--- config.mk ---
export PLATFORM = sky130hd
export DESIGN_NAME = mem_bus_arbiter
export DESIGN_NICKNAME = d
export VERILOG_FILES = /design/src/rtl/mem_bus_arbiter.sv
export SDC_FILE = /design/constraint.sdc
export NUM_CORES = 1
export LEC_CHECK = 0
export CORE_AREA = 2 2 158 160
export DETAILED_ROUTE_END_ITERATION = 8
export DIE_AREA = 0 0 160 162
export GPL_TIMING_DRIVEN = 0
export PLACE_DENSITY_LB_ADDON = 0.3
export SLEW_MARGIN = 0
export SYNTH_ARGS = -nofsm -noshare
export SYNTH_HDL_FRONTEND = slang
export SYNTH_SLANG_ARGS = --single-unit
--- constraint.sdc ---
create_clock -name clk -period 6.55 [get_ports clk]
set_clock_uncertainty 0.2 [all_clocks]
set_input_delay 1.31 -clock clk [delete_from_list [all_inputs] [get_ports clk]]
set_output_delay 1.31 -clock clk [all_outputs]
set_load 0.005 [all_outputs]
--- src/rtl/mem_bus_arbiter.sv ---
// mem_bus_arbiter: round-robin two-master data-bus arbiter with address decode,
// multi-cycle DM sequencing and illegal-access flagging.
module mem_bus_arbiter #(
  parameter int          DM_LATENCY = 2,
  parameter logic [31:0] DM_TOP     = 32'h0000_2FFF
) (
  input  logic        clk,
  input  logic        reset,
  input  logic        m0_req,
  input  logic        m0_we,
  input  logic [31:0] m0_addr,
  input  logic [3:0]  m0_byteen,
  input  logic [31:0] m0_wdata,
  output logic        m0_ack,
  output logic        m0_err,
  output logic [31:0] m0_rdata,
  input  logic        m1_req,
  input  logic        m1_we,
  input  logic [31:0] m1_addr,
  input  logic [3:0]  m1_byteen,
  input  logic [31:0] m1_wdata,
  output logic        m1_ack,
  output logic        m1_err,
  output logic [31:0] m1_rdata,
  output logic [31:0] bus_addr,
  output logic [3:0]  bus_byteen,
  output logic [31:0] bus_wdata,
  output logic        dm_we,
  output logic        tc1_we,
  output logic        tc2_we,
  output logic        int_we,
  input  logic [31:0] dm_rdata,
  input  logic [31:0] tc1_rdata,
  input  logic [31:0] tc2_rdata,
  input  logic [31:0] int_rdata,
  output logic        busy
);
  typedef enum logic [1:0] {IDLE, ACCESS, RECOVER} state_t;
  typedef enum logic [2:0] {R_DM, R_TC1, R_TC2, R_INT, R_ERR} region_t;

  state_t      r_state, w_next;
  region_t     r_region, w_region;
  logic        r_last, r_owner, r_first, r_we;
  logic [3:0]  r_cnt, r_be;
  logic [31:0] r_addr, r_wdata;

  logic        w_any, w_gnt1, w_we, w_dm, w_t1, w_t2, w_int, w_bad, w_ack, w_stb;
  logic [31:0] w_addr, w_wdata, w_rd;
  logic [3:0]  w_be;

  // last grant resets to M1 so M0 wins the first tie
  assign w_any   = m0_req | m1_req;
  assign w_gnt1  = m1_req & (~m0_req | ~r_last);
  assign w_addr  = w_gnt1 ? m1_addr   : m0_addr;
  assign w_we    = w_gnt1 ? m1_we     : m0_we;
  assign w_be    = w_gnt1 ? m1_byteen : m0_byteen;
  assign w_wdata = w_gnt1 ? m1_wdata  : m0_wdata;

  assign w_dm  = w_addr <= DM_TOP;
  assign w_t1  = w_addr >= 32'h7F00 && w_addr <= 32'h7F0B;
  assign w_t2  = w_addr >= 32'h7F10 && w_addr <= 32'h7F1B;
  assign w_int = w_addr >= 32'h7F20 && w_addr <= 32'h7F23;
  // peripherals are word-only and the timer count register is read-only
  assign w_bad = (w_be == 4'h0) | ~(w_dm | w_t1 | w_t2 | w_int)
               | ((w_t1 | w_t2 | w_int) & (w_be != 4'hF))
               | (w_we & (w_t1 | w_t2) & (w_addr[3:2] == 2'b10));

  always_comb begin
    w_region = w_bad ? R_ERR : w_dm ? R_DM : w_t1 ? R_TC1 : w_t2 ? R_TC2 : R_INT;
    w_next   = (r_state == IDLE)   ? (w_any ? ACCESS : IDLE) :
               (r_state == ACCESS) ? (r_cnt == 4'd0 ? RECOVER : ACCESS) : IDLE;
  end

  always_ff @(posedge clk or posedge reset) begin
    if (reset) begin
      r_state  <= IDLE;
      r_region <= R_DM;
      r_last   <= 1'b1;
      r_owner  <= 1'b0;
      r_first  <= 1'b0;
      r_we     <= 1'b0;
      r_cnt    <= 4'd0;
      r_be     <= 4'h0;
      r_addr   <= 32'h0;
      r_wdata  <= 32'h0;
    end else begin
      r_state <= w_next;
      r_first <= 1'b0;
      if (r_state == IDLE && w_any) begin
        r_owner  <= w_gnt1;
        r_region <= w_region;
        r_we     <= w_we;
        r_be     <= w_be;
        r_addr   <= w_addr;
        r_wdata  <= w_wdata;
        r_first  <= 1'b1;
        r_cnt    <= (w_region == R_DM) ? 4'(DM_LATENCY - 1) : 4'd0;
      end else if (r_state == ACCESS && r_cnt != 4'd0) begin
        r_cnt <= r_cnt - 4'd1;
      end
      if (w_ack) r_last <= r_owner;
    end
  end

  assign w_ack = (r_state == ACCESS) && (r_cnt == 4'd0);
  assign w_stb = (r_state == ACCESS) && r_first && r_we;
  assign w_rd  = (r_we || r_region == R_ERR) ? 32'h0 :
                 (r_region == R_DM)  ? dm_rdata  :
                 (r_region == R_TC1) ? tc1_rdata :
                 (r_region == R_TC2) ? tc2_rdata : int_rdata;

  assign m0_ack     = w_ack & ~r_owner;
  assign m1_ack     = w_ack & r_owner;
  assign m0_err     = m0_ack & (r_region == R_ERR);
  assign m1_err     = m1_ack & (r_region == R_ERR);
  assign m0_rdata   = m0_ack ? w_rd : 32'h0;
  assign m1_rdata   = m1_ack ? w_rd : 32'h0;
  assign dm_we      = w_stb && r_region == R_DM;
  assign tc1_we     = w_stb && r_region == R_TC1;
  assign tc2_we     = w_stb && r_region == R_TC2;
  assign int_we     = w_stb && r_region == R_INT;
  assign bus_addr   = r_addr;
  assign bus_byteen = r_be;
  assign bus_wdata  = r_wdata;
  assign busy       = r_state != IDLE;
endmodule

Word level (Yosys, flattened, before mapping)
Cells that the tools add are included.

Input bits: 270. Memory bits (writable): 0. Bits in read-only memories: 0. Output and inout bits: 141. Memories: 0. Latch bits: 0. Register bits after elaboration: 81.

Reduce and logical (&&, ||, !) cells: 21. Multiply operators: 0. Multiplexer cells: 22. Equal/unequal tests: 7. Add/subtract/negate cells: 1. Bitwise gates (word level): 22. Shifts and indexed selects: 0. $lt $le $gt $ge: 7. Divide/modulo/power cells: 0.

Operator list (number): 32-bit two-way mux (8); 32-bit by 15-bit greater-or-equal comparator with 1-bit output (second input constant) (3); 32-bit by 15-bit less-or-equal comparator with 1-bit output (second input constant) (3); 32-bit by 14-bit less-or-equal comparator with 1-bit output (second input constant) (1); 1-bit logical AND (12); 4-bit two-way mux (3); 2-bit two-way mux (5); 1-bit bitwise OR (10); 1-bit AND (8); 4-bit zero test (2); 3-bit by 2-bit == test with 1-bit output (second input constant) (2); 3-bit zero test (2); 1-bit two-way mux (5); 4-bit != test (second input constant) (1); 1-bit inverter (4); 2-bit nonzero test (2); 4-bit nonzero test (1); 4-bit by 1-bit subtractor with 4-bit output (second input constant) (1); 3-bit by 1-bit == test with 1-bit output (second input constant) (1); 3-bit == test (second input constant) (1); 3-bit two-way mux (1); 2-bit by 1-bit == test with 1-bit output (second input constant) (1); 2-bit == test (second input constant) (1); 2-bit zero test (1); 1-bit logical OR (1).

Longest topological paths before layout
Word-level depth: 17. Gate-level depth with buffers: 9. Depth with buffers taken out: 7.

Least setup slack after synthesis
OpenSTA, ideal clock, no wires.

Kind: input-to-output. Start: input port tc2_rdata[11]. End: output port m0_rdata[11]. Path slack: 3237 ps. Stages: 4. Buffers on the path: 0. Data arrival time: 1803 ps. Cells stage by stage: mux2i_1 -> a211oi_1 -> o21ai_1 -> nor2_1.

Word-level cells in the longest chain between the ends: 5.

RTL lines: from (decl) (line 34) `input logic [31:0] tc2_rdata,`; 32-bit two-way mux (line 110) `(r_region == R_TC2) ? tc2_rdata : int_rdata;`; 32-bit two-way mux (line 109) `(r_region == R_TC1) ? tc1_rdata :`; 32-bit two-way mux (line 108) `(r_region == R_DM) ? dm_rdata :`; 32-bit two-way mux (line 107) `assign w_rd = (r_we || r_region == R_ERR) ? 32'h0 :`; 32-bit two-way mux (line 116) `assign m0_rdata = m0_ack ? w_rd : 32'h0;`; to (decl) (line 16) `output logic [31:0] m0_rdata,`.

No other way between the ends.

Worst setup path in the final report
Start: register r_region[2]. End: output port m0_rdata[8].

Word-level cells in the longest chain between the ends: 6. Elaborated cells between the ends (all ways): 10.

RTL lines: from (decl) (line 42) `region_t r_region, w_region;`; from (signal assigned) (line 91) `r_region <= w_region;`; 3-bit by 2-bit == test with 1-bit output (line 110); 32-bit two-way mux (line 110); 32-bit two-way mux (line 109); 32-bit two-way mux (line 108); 32-bit two-way mux * (line 107); 32-bit two-way mux * (line 116).

Mark *: on every way between the ends. The rest lies on a longest branch, timed or not.

==> flow_summary.json <==
{
  "worst_setup_path_end_kind": "primary output",
  "max-slew-margin-rel_pct": 25.61,
  "drc": 0,
  "cts-root-buf": "clkbuf_16",
  "combPwrFrac_pct": 51.3,
  "synth_nets": 1030,
  "status": "finished clean",
  "synth_seq_cells": 81,
  "min_from": "r_last",
  "start_util_pct": 22.71,
  "use_met1_pct": 21.87,
  "cts_buffer_depth": 2,
  "clkSinkCount": 81,
  "via_count": 7119,
  "fmax_mhz": 206.1,
  "synth_ff_type": "dfrtp_1",
  "worstSetupStartpointType": "flop",
  "vias_per_cell": 4.705,
  "die-width_um": 160,
  "synth-seq-area-share_pct": 37.04,
  "internal-power_mw": 1.752,
  "wl_per_cell_um": 18.61,
  "grtUsageMet2_pct": 39.71,
  "fin_nets": 1452,
  "switching_share_pct": 37.70,
  "areaGrowthSynthToFinish_pct": 88.23,
  "pwr-share-seq_pct": 31.2,
  "ant_nets": 0,
  "dr.pass1.iters": 4,
  "final_util_pct": 42.75,
  "tightest_slew_ns": 1.107,
  "syn_avg_cell_area_um2": 7.223,
  "min_path_cells": 2,
  "syn-instance-count": 758,
  "power.switching_mw": 1.060,
  "finalMaxSlewViolations": 0,
  "setup_viol": 0,
  "drv_cap": 0,
  "cts_tree": "built",
  "synth_area_um2": 5475,
  "grt_pass1_wl_um": 41910,
  "num_io_pins": 411,
  "period_share_pct": 74.08,
  "cp.required_ns": 5.04,
  "finalHoldViolCount": 0,
  "gp_congestion": 0.9126,
  "rows": 57,
  "hold_buffers": 0,
  "synth_cell_type_count": 47,
  "grt_pass1_vias": 7323,
  "ys_async_sr_fraction_pct": 100.0,
  "r2r_slack_ns": 3.78,
  "insertion_delay_ns": 0.34,
  "clockPowerShare_pct": 17.5,
  "drt-initial-drc-count": 308,
  "use_met3_pct": 6.103,
  "grt.total_usage_pct": 20.90,
  "placed_area_um2": 10010,
  "rsz0062_at_grt": "no",
  "coreArea_um2": 24110,
  "cts_buffers": 9,
  "r2r_end": "bus_wdata[18]",
  "period_needed_ns": 4.852,
  "yosys_warnings": 0,
  "postCtsResizedCells": 0,
  "clk_pin_slew_ns": 0.07,
  "top_usage_layer": "met2",
  "wl_um": 28160,
  "reg2reg_from": "r_last",
  "drive_gt1_share_pct": 2.616,
  "dieArea_um2": 25920,
  "totalNegativeSetupSlack_ns": 0,
  "cts_setup_buffers": 0,
  "leakage_nw": 3.801,
  "synth_edf_count": 0,
  "hold_path_class": "flop to flop",
  "vdd_drop_max_mv": 0.1440,
  "grt_max_degree": 59,
  "reg2reg_depth": 6,
  "cp.arrival_ns": 3.34,
  "die_h_um": 162,
  "path_class": "flop to primary output",
  "port_buffers": 410,
  "antenna_found_initial": 5,
  "min_to": "r_last",
  "hpwl_um": 23080,
  "final_area_um2": 10310,
  "p_per_area_nw_per_um2": 272.9,
  "cp_max_fo": 10,
  "overflow": 0,
  "htreeDepth": 3
}
## cells by family (layout without fill, tap and decap cells)
group / Yosys count / in the layout / share of synthesized area (%)
other cells: 0 / 4 / 0
mux: 33 / 33 / 6.033
xor+xnor: 3 / 3 / 0.4800
fa+ha+maj: 2 / 2 / 0.4570
buf+inv: 68 / 495 / 4.753
simple gates: 411 / 411 / 31.99
flops: 81 / 81 / 37.04
compound gates: 160 / 160 / 19.24
## registers in the layout, summed over array words and instances (netlist names), 2 cells and up
| name | flops |
|---|---|
| bus_addr | 32 |
| bus_byteen | 4 |
| r_state | 2 |
| r_cnt | 4 |
| r_region | 3 |
| bus_wdata | 32 |
## layout by cell type (no fill, tap or decap), types with 10 or more instances in the layout
cell               n
dfrtp_1           80
nor2_1           183
o21ai_1           33
mux2i_1           33
a31oi_1           69
a211oi_1          33
nand2_1          154
and2_1            32
nor4_1            10
clkdlybuf4s50_1  410
clkbuf_1          53
## power groups by stage
stage,Sequential (mW),Clock (mW),Combinational (mW)
3_3_place_gp,0.878,0,1.45
4_1_cts,0.881,0.506,1.46
2_1_floorplan,0.886,0,0.557
3_5_place_dp,0.887,0,1.46
6_report,0.877,0.493,1.44
5_1_grt,0.912,0.531,1.58
## cell type report
| class | count | area [um^2] |
|---|---|---|
| Antenna cell | 4 | 10.01 |
| Buffer | 59 | 226.5 |
| Clock buffer | 10 | 229.0 |
| Clock inverter | 6 | 52.55 |
| Fill cell | 2543 | 13800 |
| Inverter | 9 | 36.28 |
| Multi-Input combinational cell | 609 | 3187 |
| Sequential cell | 81 | 2028 |
| Tap cell | 324 | 405.4 |
| Timing Repair Buffer | 411 | 4131 |
## worst max-delay path by stage
stage                              from            end  slack [ns]  cells after the start
after floorplan                   reset    bus_addr[0]        2.96                      1
after global placement            reset  bus_wdata[28]        1.33                      2
after detailed placement  tc2_rdata[11]   m0_rdata[11]        1.81                      6
after CTS                   r_region[2]    m0_rdata[8]        1.67                      9
after global routing        r_region[2]    m0_rdata[8]        1.36                      9
final                       r_region[2]    m0_rdata[8]        1.70                      9
## per-layer routing
| layer | vias up | wire length (um) |
|---|---|---|
| li1 | 3459 | - |
| met1 | 3318 | 10540 |
| met2 | 299 | 14640 |
| met3 | 41 | 2212 |
| met4 | 2 | 760 |
| met5 | - | 12 |
## metrics by stage
step,cells,hold WS (ns),total power [mW],worst slack [ns]
3_5_place_dp,1493,0.2905,2.346,1.807
2_1_floorplan,758,0.2534,1.443,2.962
6_report,1513,0.2977,2.812,1.698
3_3_place_gp,1492,0.2825,2.332,1.330
4_1_cts,1509,0.2966,2.851,1.668
5_1_grt,1513,0.3316,3.026,1.359
## synthesized netlist by cell type (2+ instances only)
master,number,area (um^2)
nand2_1,154,578.1
or3b_1,2,17.52
ha_1,2,25.02
clkbuf_1,52,195.2
a32o_1,2,20.02
inv_1,8,30.03
buf_1,3,11.26
mux2i_1,33,330.3
a211oi_1,33,247.7
buf_2,4,20.02
and2_1,32,200.2
nand2b_1,2,12.51
or3_1,2,12.51
xor2_1,2,17.52
o21ai_0,4,20.02
nor2_1,183,686.9
a21oi_1,7,35.03
nor3_1,5,25.02
nor4_1,10,62.56
nand4_1,7,43.79
o21ai_1,33,165.2
nor3b_1,2,15.01
a31oi_1,69,431.7
dfrtp_1,80,2002
nand3_1,5,25.02
## worst max-delay path, stage by stage, from the launching register on
cell and delay (ns):
dfrtp_1 0.32, clkbuf_1 0.27, or3b_1 0.18, clkbuf_1 0.39
clkbuf_1 0.48, nor2_1 0.10, a211oi_1 0.28, o21ai_1 0.12
nor2_1 0.29, clkdlybuf4s50_1 0.57
No activity file was read; power rests on OpenSTA's default activity.
